--- config.mk ---
export PLATFORM = sky130hd
export DESIGN_NAME = tick_gen
export DESIGN_NICKNAME = d
export VERILOG_FILES = /design/src/rtl/TypesPkg.sv /design/src/rtl/tick_channel.sv /design/src/rtl/tick_gen.sv
export SDC_FILE = /design/constraint.sdc
export NUM_CORES = 1
export LEC_CHECK = 0
export ABC_AREA = 1
export CORE_MARGIN = 2
export CORE_UTILIZATION = 45
export DETAILED_ROUTE_END_ITERATION = 10
export GPL_ROUTABILITY_DRIVEN = 0
export PLACE_DENSITY = 0.66
export SLEW_MARGIN = 25
export SYNTH_ARGS = -nofsm -noshare
export SYNTH_HDL_FRONTEND = slang
export SYNTH_HIERARCHICAL = 1
export SYNTH_SLANG_ARGS = --single-unit
--- constraint.sdc ---
create_clock -name clk -period 2.73 [get_ports clk]
set_input_delay 0.4095 -clock clk [delete_from_list [all_inputs] [get_ports clk]]
set_output_delay 0.4095 -clock clk [all_outputs]
set_load 0.01 [all_outputs]
--- src/rtl/TypesPkg.sv ---
// Shared type package for the tick generator.
// Defines tick_mode_t, the per-channel operating mode, and the width of the
// configuration channel index.
package TypesPkg;

  localparam int unsigned CFG_CH_W = 4;

  // A stored value of 3 is not listed and is treated as PERIODIC by the channel.
  typedef enum logic [1:0] {
    PERIODIC = 2'd0,
    ONESHOT  = 2'd1,
    STEP     = 2'd2
  } tick_mode_t;

endpackage

--- src/rtl/tick_channel.sv ---
// One independent tick channel: divisor/mode registers, counter, one-shot
// armed flag, square wave and step_req edge history.
// Ports:
//   clk_i, reset_i     clock, synchronous active-high reset
//   cfg_we_i           configuration write aimed at this channel (decoded)
//   cfg_div_i          divisor to load
//   cfg_mode_i         mode to load
//   en_i               run enable
//   step_i             step/arm request level
//   tick_o             registered single-cycle tick pulse
//   sq_o               registered square wave, toggles on every tick
//   armed_o            one-shot armed status
module tick_channel
  import TypesPkg::*;
#(
  parameter int unsigned CNT_W       = 32,
  parameter int unsigned DEFAULT_DIV = 50_000_000
) (
  input  logic             clk_i,
  input  logic             reset_i,
  input  logic             cfg_we_i,
  input  logic [CNT_W-1:0] cfg_div_i,
  input  tick_mode_t       cfg_mode_i,
  input  logic             en_i,
  input  logic             step_i,
  output logic             tick_o,
  output logic             sq_o,
  output logic             armed_o
);

  logic [CNT_W-1:0] div_q, div_d;
  tick_mode_t       mode_q, mode_d;
  logic [CNT_W-1:0] cnt_q, cnt_d;
  logic             armed_q, armed_d;
  logic             sq_q, sq_d;
  logic             tick_q, tick_d;
  logic             step_q, step_d;

  logic [CNT_W-1:0] term_cnt;
  logic             at_term;
  logic             step_edge;

  // Terminal count is E-1 with E = max(div, 1), so div = 0 aliases div = 1.
  always_comb begin
    term_cnt = '0;
    if (div_q != '0) begin
      term_cnt = div_q - CNT_W'(1);
    end
  end

  assign at_term   = (cnt_q == term_cnt);
  assign step_edge = step_i & ~step_q;

  // State register.
  always_ff @(posedge clk_i) begin
    if (reset_i) begin
      div_q   <= CNT_W'(DEFAULT_DIV);
      mode_q  <= PERIODIC;
      cnt_q   <= '0;
      armed_q <= 1'b0;
      sq_q    <= 1'b0;
      tick_q  <= 1'b0;
      step_q  <= 1'b0;
    end else begin
      div_q   <= div_d;
      mode_q  <= mode_d;
      cnt_q   <= cnt_d;
      armed_q <= armed_d;
      sq_q    <= sq_d;
      tick_q  <= tick_d;
      step_q  <= step_d;
    end
  end

  // Next-state logic: config write beats enable, enable beats mode behaviour.
  always_comb begin
    div_d   = div_q;
    mode_d  = mode_q;
    cnt_d   = cnt_q;
    armed_d = armed_q;
    sq_d    = sq_q;
    tick_d  = 1'b0;
    // Edge history follows the input every cycle, whatever else happens.
    step_d  = step_i;

    if (cfg_we_i) begin
      div_d   = cfg_div_i;
      mode_d  = cfg_mode_i;
      cnt_d   = '0;
      armed_d = 1'b0;
    end else if (!en_i) begin
      cnt_d = '0;
    end else begin
      case (mode_q)
        ONESHOT: begin
          if (step_edge) begin
            // Arm, or retrigger if already armed.
            armed_d = 1'b1;
            cnt_d   = '0;
          end else if (armed_q) begin
            if (at_term) begin
              cnt_d   = '0;
              tick_d  = 1'b1;
              armed_d = 1'b0;
            end else begin
              cnt_d = cnt_q + CNT_W'(1);
            end
          end else begin
            cnt_d = '0;
          end
        end
        STEP: begin
          cnt_d  = '0;
          tick_d = step_edge;
        end
        default: begin
          if (at_term) begin
            cnt_d  = '0;
            tick_d = 1'b1;
          end else begin
            cnt_d = cnt_q + CNT_W'(1);
          end
        end
      endcase
    end

    if (tick_d) begin
      sq_d = ~sq_q;
    end
  end

  assign tick_o  = tick_q;
  assign sq_o    = sq_q;
  assign armed_o = armed_q;

endmodule

--- src/rtl/tick_gen.sv ---
// Multi-channel programmable tick generator.
// Decodes configuration writes to a channel and instantiates NUM_CH
// independent tick_channel blocks, assembling their outputs into buses.
// Ports:
//   clk, reset   clock, synchronous active-high reset
//   cfg_we       configuration write strobe
//   cfg_ch       target channel; indices >= NUM_CH are ignored
//   cfg_div      divisor to write
//   cfg_mode     mode to write
//   ch_en        per-channel run enable
//   step_req     per-channel step/arm request (rising-edge sensitive)
//   tick         per-channel tick pulse
//   sq           per-channel square wave
//   armed        per-channel one-shot armed status
module tick_gen
  import TypesPkg::*;
#(
  parameter int unsigned NUM_CH      = 4,
  parameter int unsigned CNT_W       = 32,
  parameter int unsigned DEFAULT_DIV = 50_000_000
) (
  input  logic                clk,
  input  logic                reset,
  input  logic                cfg_we,
  input  logic [CFG_CH_W-1:0] cfg_ch,
  input  logic [CNT_W-1:0]    cfg_div,
  input  tick_mode_t          cfg_mode,
  input  logic [NUM_CH-1:0]   ch_en,
  input  logic [NUM_CH-1:0]   step_req,
  output logic [NUM_CH-1:0]   tick,
  output logic [NUM_CH-1:0]   sq,
  output logic [NUM_CH-1:0]   armed
);

  logic [NUM_CH-1:0] ch_we;

  for (genvar i = 0; i < NUM_CH; i++) begin : g_ch
    // Full-width compare so out-of-range indices never alias a real channel.
    assign ch_we[i] = cfg_we && (cfg_ch == CFG_CH_W'(i));

    tick_channel #(
      .CNT_W      (CNT_W),
      .DEFAULT_DIV(DEFAULT_DIV)
    ) u_ch (
      .clk_i     (clk),
      .reset_i   (reset),
      .cfg_we_i  (ch_we[i]),
      .cfg_div_i (cfg_div),
      .cfg_mode_i(cfg_mode),
      .en_i      (ch_en[i]),
      .step_i    (step_req[i]),
      .tick_o    (tick[i]),
      .sq_o      (sq[i]),
      .armed_o   (armed[i])
    );
  end

endmodule

-- After elaboration in Yosys (flattened, before gate mapping)
Index checks and enable logic that the tools add are counted.
- logic and storage cells: 144
- flip-flop bits (word level): 280
- input port bits: 49
- bitwise operators: 16
- equality and inequality tests: 15
- $add $sub $neg: 8
- reduce and logical (&&, ||, !) cells: 21
- multiplexer cells: 56
- operator list (kind ; count):
    two-way mux 32 bit ; 16
    one-hot mux 32 bit (2 select lines) ; 4
    adder 32 x 1 -> 32 bit, second input constant ; 4
    == test 32 bit ; 4
    nonzero test 32 bit ; 4
    subtractor 32 x 1 -> 32 bit, second input constant ; 4
    two-way mux 1 bit ; 32
    NOT 1 bit ; 12
    OR reduction 3 bit ; 4
    == test 2 x 1 -> 1 bit, second input constant ; 4
    == test 2 bit, second input constant ; 4
    == test 4 x 2 -> 1 bit, second input constant ; 2
    one-hot mux 1 bit (2 select lines) ; 4
    AND reduction 2 bit ; 4
    OR reduction 2 bit ; 4
    bitwise AND 1 bit ; 4
    == test 4 x 1 -> 1 bit, second input constant ; 1
    logical AND 1 bit ; 4
    zero test 4 bit ; 1

-- Depth between registers and ports, before layout
- depth in word-level cells: 9
- mapped depth: 22
- gate-level depth less buffers: 21

-- Modules after synthesis
Netlist, hierarchy kept.
- by module, submodules not included (module ; instances ; area each (um2) ; cells an instance):
    tick_channel at g_ch[0].u_ch ... ; 2 ; 4664.5 ; 750
    tick_channel at g_ch[2].u_ch ; 1 ; 4604.4 ; 740
    tick_channel at g_ch[3].u_ch ; 1 ; 4580.6 ; 718
    tick_gen ; 1 ; 43.8 ; 11

-- Least setup slack after synthesis
No wires, ideal clock.
- kind: register to register
- start: register g_ch[2].u_ch.div_q[0]
- end: register g_ch[2].u_ch.cnt_q[11]
- cell stages (with the launch flop): 20
- buffers on the path: 2
- required time: 2.603 ns
- clock period less this slack: 2.265 ns
- setup slack: 0.465 ns
- library setup time: 0.127 ns
- arrival time: 2.138 ns
- cell sequence: dfxtp_1 > inv_1 > ha_1 > nand2_1 > nor2_1 > nand2_1 > nor2_2 > nand2_4 > buf_6 > nand3_1 > nor2_1 > nor2_1 > nand2_1 > nor2_1 > nand2_1 > nor2_1 > nand2_2 > nand2_4 > buf_8 > nor3b_2
- cells in the longest elaborated chain, start to end: 7
- elaborated cells between the ends (all ways): 8
- ends and longest elaborated chain (item ; line ; text):
    start: declaration ; tick_channel.sv:31 ; logic [CNT_W-1:0] div_q, div_d;
    start signal: assignment ; tick_channel.sv:57 ; div_q <= CNT_W'(DEFAULT_DIV);
    start signal: assignment ; tick_channel.sv:65 ; div_q <= div_d;
    subtractor 32 x 1 -> 32 bit / nonzero test 32 bit (equally long branches) ; tick_channel.sv:47, tick_channel.sv:46 ;
    two-way mux 32 bit * ; tick_channel.sv:46 ; if (div_q != '0) begin
    == test 32 bit * ; tick_channel.sv:51 ; assign at_term = (cnt_q == term_cnt);
    two-way mux 32 bit * ; tick_channel.sv:101, tick_channel.sv:117 ;
    two-way mux 32 bit ; tick_channel.sv:100 ; end else if (armed_q) begin
    two-way mux 32 bit ; tick_channel.sv:96 ; if (step_edge) begin
    one-hot mux 32 bit (2 select lines) * ; tick_channel.sv:94 ; case (mode_q)
    end signal: assignment ; tick_channel.sv:67 ; cnt_q <= cnt_d;
    end: declaration ; tick_channel.sv:33 ; logic [CNT_W-1:0] cnt_q, cnt_d;
Mark *: on every way between the ends. The rest lies on a longest branch, timed or not.
A chain may end at the register's enable or synchronous reset.

-- Worst setup path after layout
- start: register g_ch[2].u_ch.div_q[0]
- end: register g_ch[2].u_ch.cnt_q[2]
The elaborated chain is that of the path after synthesis.

==> results.md <==
## Run status
* outcome: finished, final reports clean

## STA
* normalized max-slew margin: 39.2%
* worst setup slack after layout: 203 ps
* pin slew with the least headroom to its limit: 906 ps
* WHS: 189 ps
* Highest Clock Rate: 396 MHz
* hold violation count in the final report: 0
* post-layout minimum cycle time: 2530 ps
* final period utilization: 92.6%
* Max Slew Vio Count: 0
* worst-case clock skew: 22.5 ps
* final setup violating endpoints: 0

## Critical path
* cell depth of the worst flop-to-flop path: 14
* reg-to-reg slack, setup: 200 ps
* top cell family by delay on the critical path: simple AND/OR/NAND/NOR gates
* biggest fanout along the worst timing path: 10
* slowest CP cell: o21ai_0
* startpoint of the most critical register-to-register path: g_ch[2].u_ch/div_q[0]
* Critical Path Sink Type: flop
* Worst Path Class, Setup: flop to flop
* data required time of the critical path: 3190 ps
* kind of start point of the critical path: flop
* longest individual stage delay on the worst path: 310 ps
* count of buffering cells on the critical path with inverters included: 3
* reg-to-reg endpoint: g_ch[2].u_ch/cnt_q[2]
* series of cell instances along the critical path: inv_1 > ha_4 > nand3_2 > nor2_4 > buf_4 > nand2_1 > o21ai_0 > nand4_1 > nand4_1 > nor2_4 > nand2_4 > nand2_8 > buf_12 > nor3b_1
* CP Data Arrival Time: 2990 ps

## GRT
* initial antenna violation count: 0
* pin count of the biggest net entering global routing: 48
* Total Routing Usage GR: 25.6%
* overflow left after global routing: 0
* wire length of the first global-routing pass: 90700 um
* via count of the first global-routing pass: 17700

## Clocking
* CTS tree: yes
* number of buffers inserted during clock tree synthesis: 34
* insertion delay to the later sink of the worst-skew pair: 550 ps
* clk slew on worst S/H paths: 60 ps
* count of hold-fix buffers inserted at cts: 0
* cell chosen for the clock root: clkbuf_16
* H-Tree Depth: 2
* worst-case clock buffer depth: 3
* clock sink count: 280

## Cells and area
* Filler Cell Count: 4140
* area growth from synthesis to final layout: 14.5%
* number of diodes: 0
* post-layout net count: 3105
* final non-filler cell area: 21300 um2
* fraction of final layout cells with drive strength greater than 1: 11.3%

## Synthesis
* flip-flop and latch count after synthesis: 280
* leading post-synthesis cells by cell area: dfxtp_1 30%, nand2_1 14%, nor2_1 10%
* library cell occupying the most area in the post-synthesis netlist: dfxtp_1
* Post-Syn Area: 18600 um2
* area share of the leading cell type in the synthesized netlist: 30.2%
* sequential cell area fraction in the yosys report: 30.2%
* Post-synth ARST share: 0%
* synthesized netlist net count: 3034
* Post-synth EDFFs: 0
* gate count after technology mapping: 2969
* Synth Warn #: 6
* count of cell types in the netlist: 44
* Syn Area/Cell: 6.25 um2
* most instantiated flip-flop cell in the synthesis netlist: dfxtp_1

## Die
* number of core rows: 74
* area of the die: 42900 um2
* die boundary height: 207 um
* core outline area: 40700 um2
* horizontal die dimension: 207 um
* I/O pin total: 61
* Starting Density: 45.6%

## Flow run
* Maximum Capacitance Violations: 0

## Drt
* length of the first detailed-routing pass in iterations: 6
* drt first-iter violations: 1416
* Total Wirelength: 56900 um
* WL per Instance: 15.8 um
* count of nets left with antenna violations after detail routing: 0
* routed via count divided by cell count: 5.31
* number of remaining DRC errors: 0
* Vias: 19100

## Placed design
* total cell area at the placement stage: 19700 um2
* Port-buffer cells: 60
* post-DP HPWL: 43200 um
* worst setup timing slack at the placement stage: 13.5 ps

## Hold path
* startpoint of the worst hold path: reset
* instance count along the most critical hold path: 2
* hold crit path type: input pin to flop
* hold worst-path end: g_ch[3].u_ch/step_q

## Power and ir drop
* Power Total: 0.00974 W
* Max IR drop VDD: 327 uV
* power per unit of standard cell area: 458 nW/um2
* leakage component of the power: 8.60 nW

[registers in the layout, indices dropped and copies added (netlist names)]
name	cells
g_ch.u_ch/armed_o	4
g_ch.u_ch/cnt_q	128
g_ch.u_ch/mode_q	8
g_ch.u_ch/tick_o	4
g_ch.u_ch/sq_o	4
g_ch.u_ch/div_q	128
g_ch.u_ch/step_q	4
[layout make-up]
class	count	area [um2]	area share (%)
flip-flops and latches	280	5610	26.4
clock inverters	18	199	0.936
multi-input cells	2252	11300	53.2
repair buffers	109	1160	5.48
clock buffers	40	935	4.40
inverters	363	1360	6.41
well taps	532	666	3.13
[kinds of logic (layout without fill, tap and decap cells)]
kind of cell | after synthesis | after routing | synth area share (%)
simple gates | 1760 | 1765 | 42.9
compound gates | 382 | 382 | 11.0
xor+xnor | 89 | 89 | 4.28
buf+inv | 442 | 530 | 10.5
fa+ha+maj | 16 | 16 | 1.08
flops | 280 | 280 | 30.2
[through the flow]
| step | TNS, ps | utilization [%] | cells |
|---|---|---|---|
| 4_1_cts | 0 | 51.0 | 3579 |
| 3_3_place_gp | 0 | 48.2 | 3521 |
| 6_report | 0 | 52.2 | 3594 |
| 5_1_grt | -30.0 | 52.2 | 3594 |
| 3_5_place_dp | 0 | 48.2 | 3521 |
| 2_1_floorplan | 0 | - | 2969 |
[power breakdown]
part / internal [W] / leakage, nW / switching [W] / total [W]
sequential: 0.00414 / 2.27 / 0.0000613 / 0.00420
clock: 0.00282 / 0.566 / 0.00186 / 0.00468
combinational: 0.000313 / 5.77 / 0.000544 / 0.000857
total: 0.00727 / 8.60 / 0.00246 / 0.00974
[Yosys cell counts (14+ instances only)]
cell	n
nand3_1	210
nor2_1	514
nor4_1	17
nor3_2	39
dfxtp_1	280
nand2_1	702
xor2_1	79
a21oi_1	140
inv_1	348
ha_1	16
nor2_2	67
nand4_1	93
nor3_1	47
nand2_2	16
o21ai_0	197
inv_2	14
buf_6	23
clkbuf_1	43
[worst register-to-register path, stage by stage (launching register included)]
cell and delay (ps):
dfxtp_1 300, inv_1 110, ha_4 170, nand3_2 150
nor2_4 180, buf_4 170, nand2_1 90, o21ai_0 310
nand4_1 150, nand4_1 180, nor2_4 60, nand2_4 110
nand2_8 90, buf_12 200, nor3b_1 180
[worst max-delay path by stage]
stage                                         to  slack [ps]                  start  depth (start not counted)
after detailed placement  g_ch[3].u_ch/cnt_q[16]          10  g_ch[3].u_ch/div_q[1]                         16
after global placement    g_ch[3].u_ch/cnt_q[10]          60  g_ch[3].u_ch/div_q[1]                         16
after CTS                 g_ch[3].u_ch/cnt_q[20]          10  g_ch[3].u_ch/div_q[1]                         16
final                      g_ch[2].u_ch/cnt_q[2]         200  g_ch[2].u_ch/div_q[0]                         14
after global routing      g_ch[2].u_ch/cnt_q[20]          -9  g_ch[2].u_ch/div_q[0]                         18
after floorplan           g_ch[2].u_ch/cnt_q[11]         460  g_ch[2].u_ch/div_q[0]                         19
[cell usage in the layout, fill, tap and decap left out, drive strengths merged, types with 2 or more instances in the layout]
master         netlist  final
nand2              724    728
nor2               591    592
inv                362    363
dfxtp              280    280
nand3              220    220
o21ai              206    206
a21oi              141    141
nand4               93     93
nor3                86     86
xor2                81     81
clkdlybuf4s50        0     59
buf                 36     46
clkbuf              43     44
nor4                18     18
ha                  16     16
nor3b               14     14
clkinv               1     12
o21bai              11     11
a211oi              10     10
a31oi                9      9
nand3b               8      8
xnor2                8      8
bufinv               0      4
and2                 4      4
clkinvlp             0      2
and3                 2      2
o21a                 2      2
[repair_timing]
item,CTS,global route
endpoints found under the hold margin,0,0
resized for setup,0,81
setup endpoints to repair,0,138
setup buffers,0,5
[metal layers]
layer	routed length [um]	global-route usage [%]	vias up
met5	0	0	-
met3	3360	3.79	123
met2	25000	40.1	588
met4	2830	12.7	0
li1	-	-	9718
met1	25700	34.4	8658
Power figures use the tool's default switching activity.
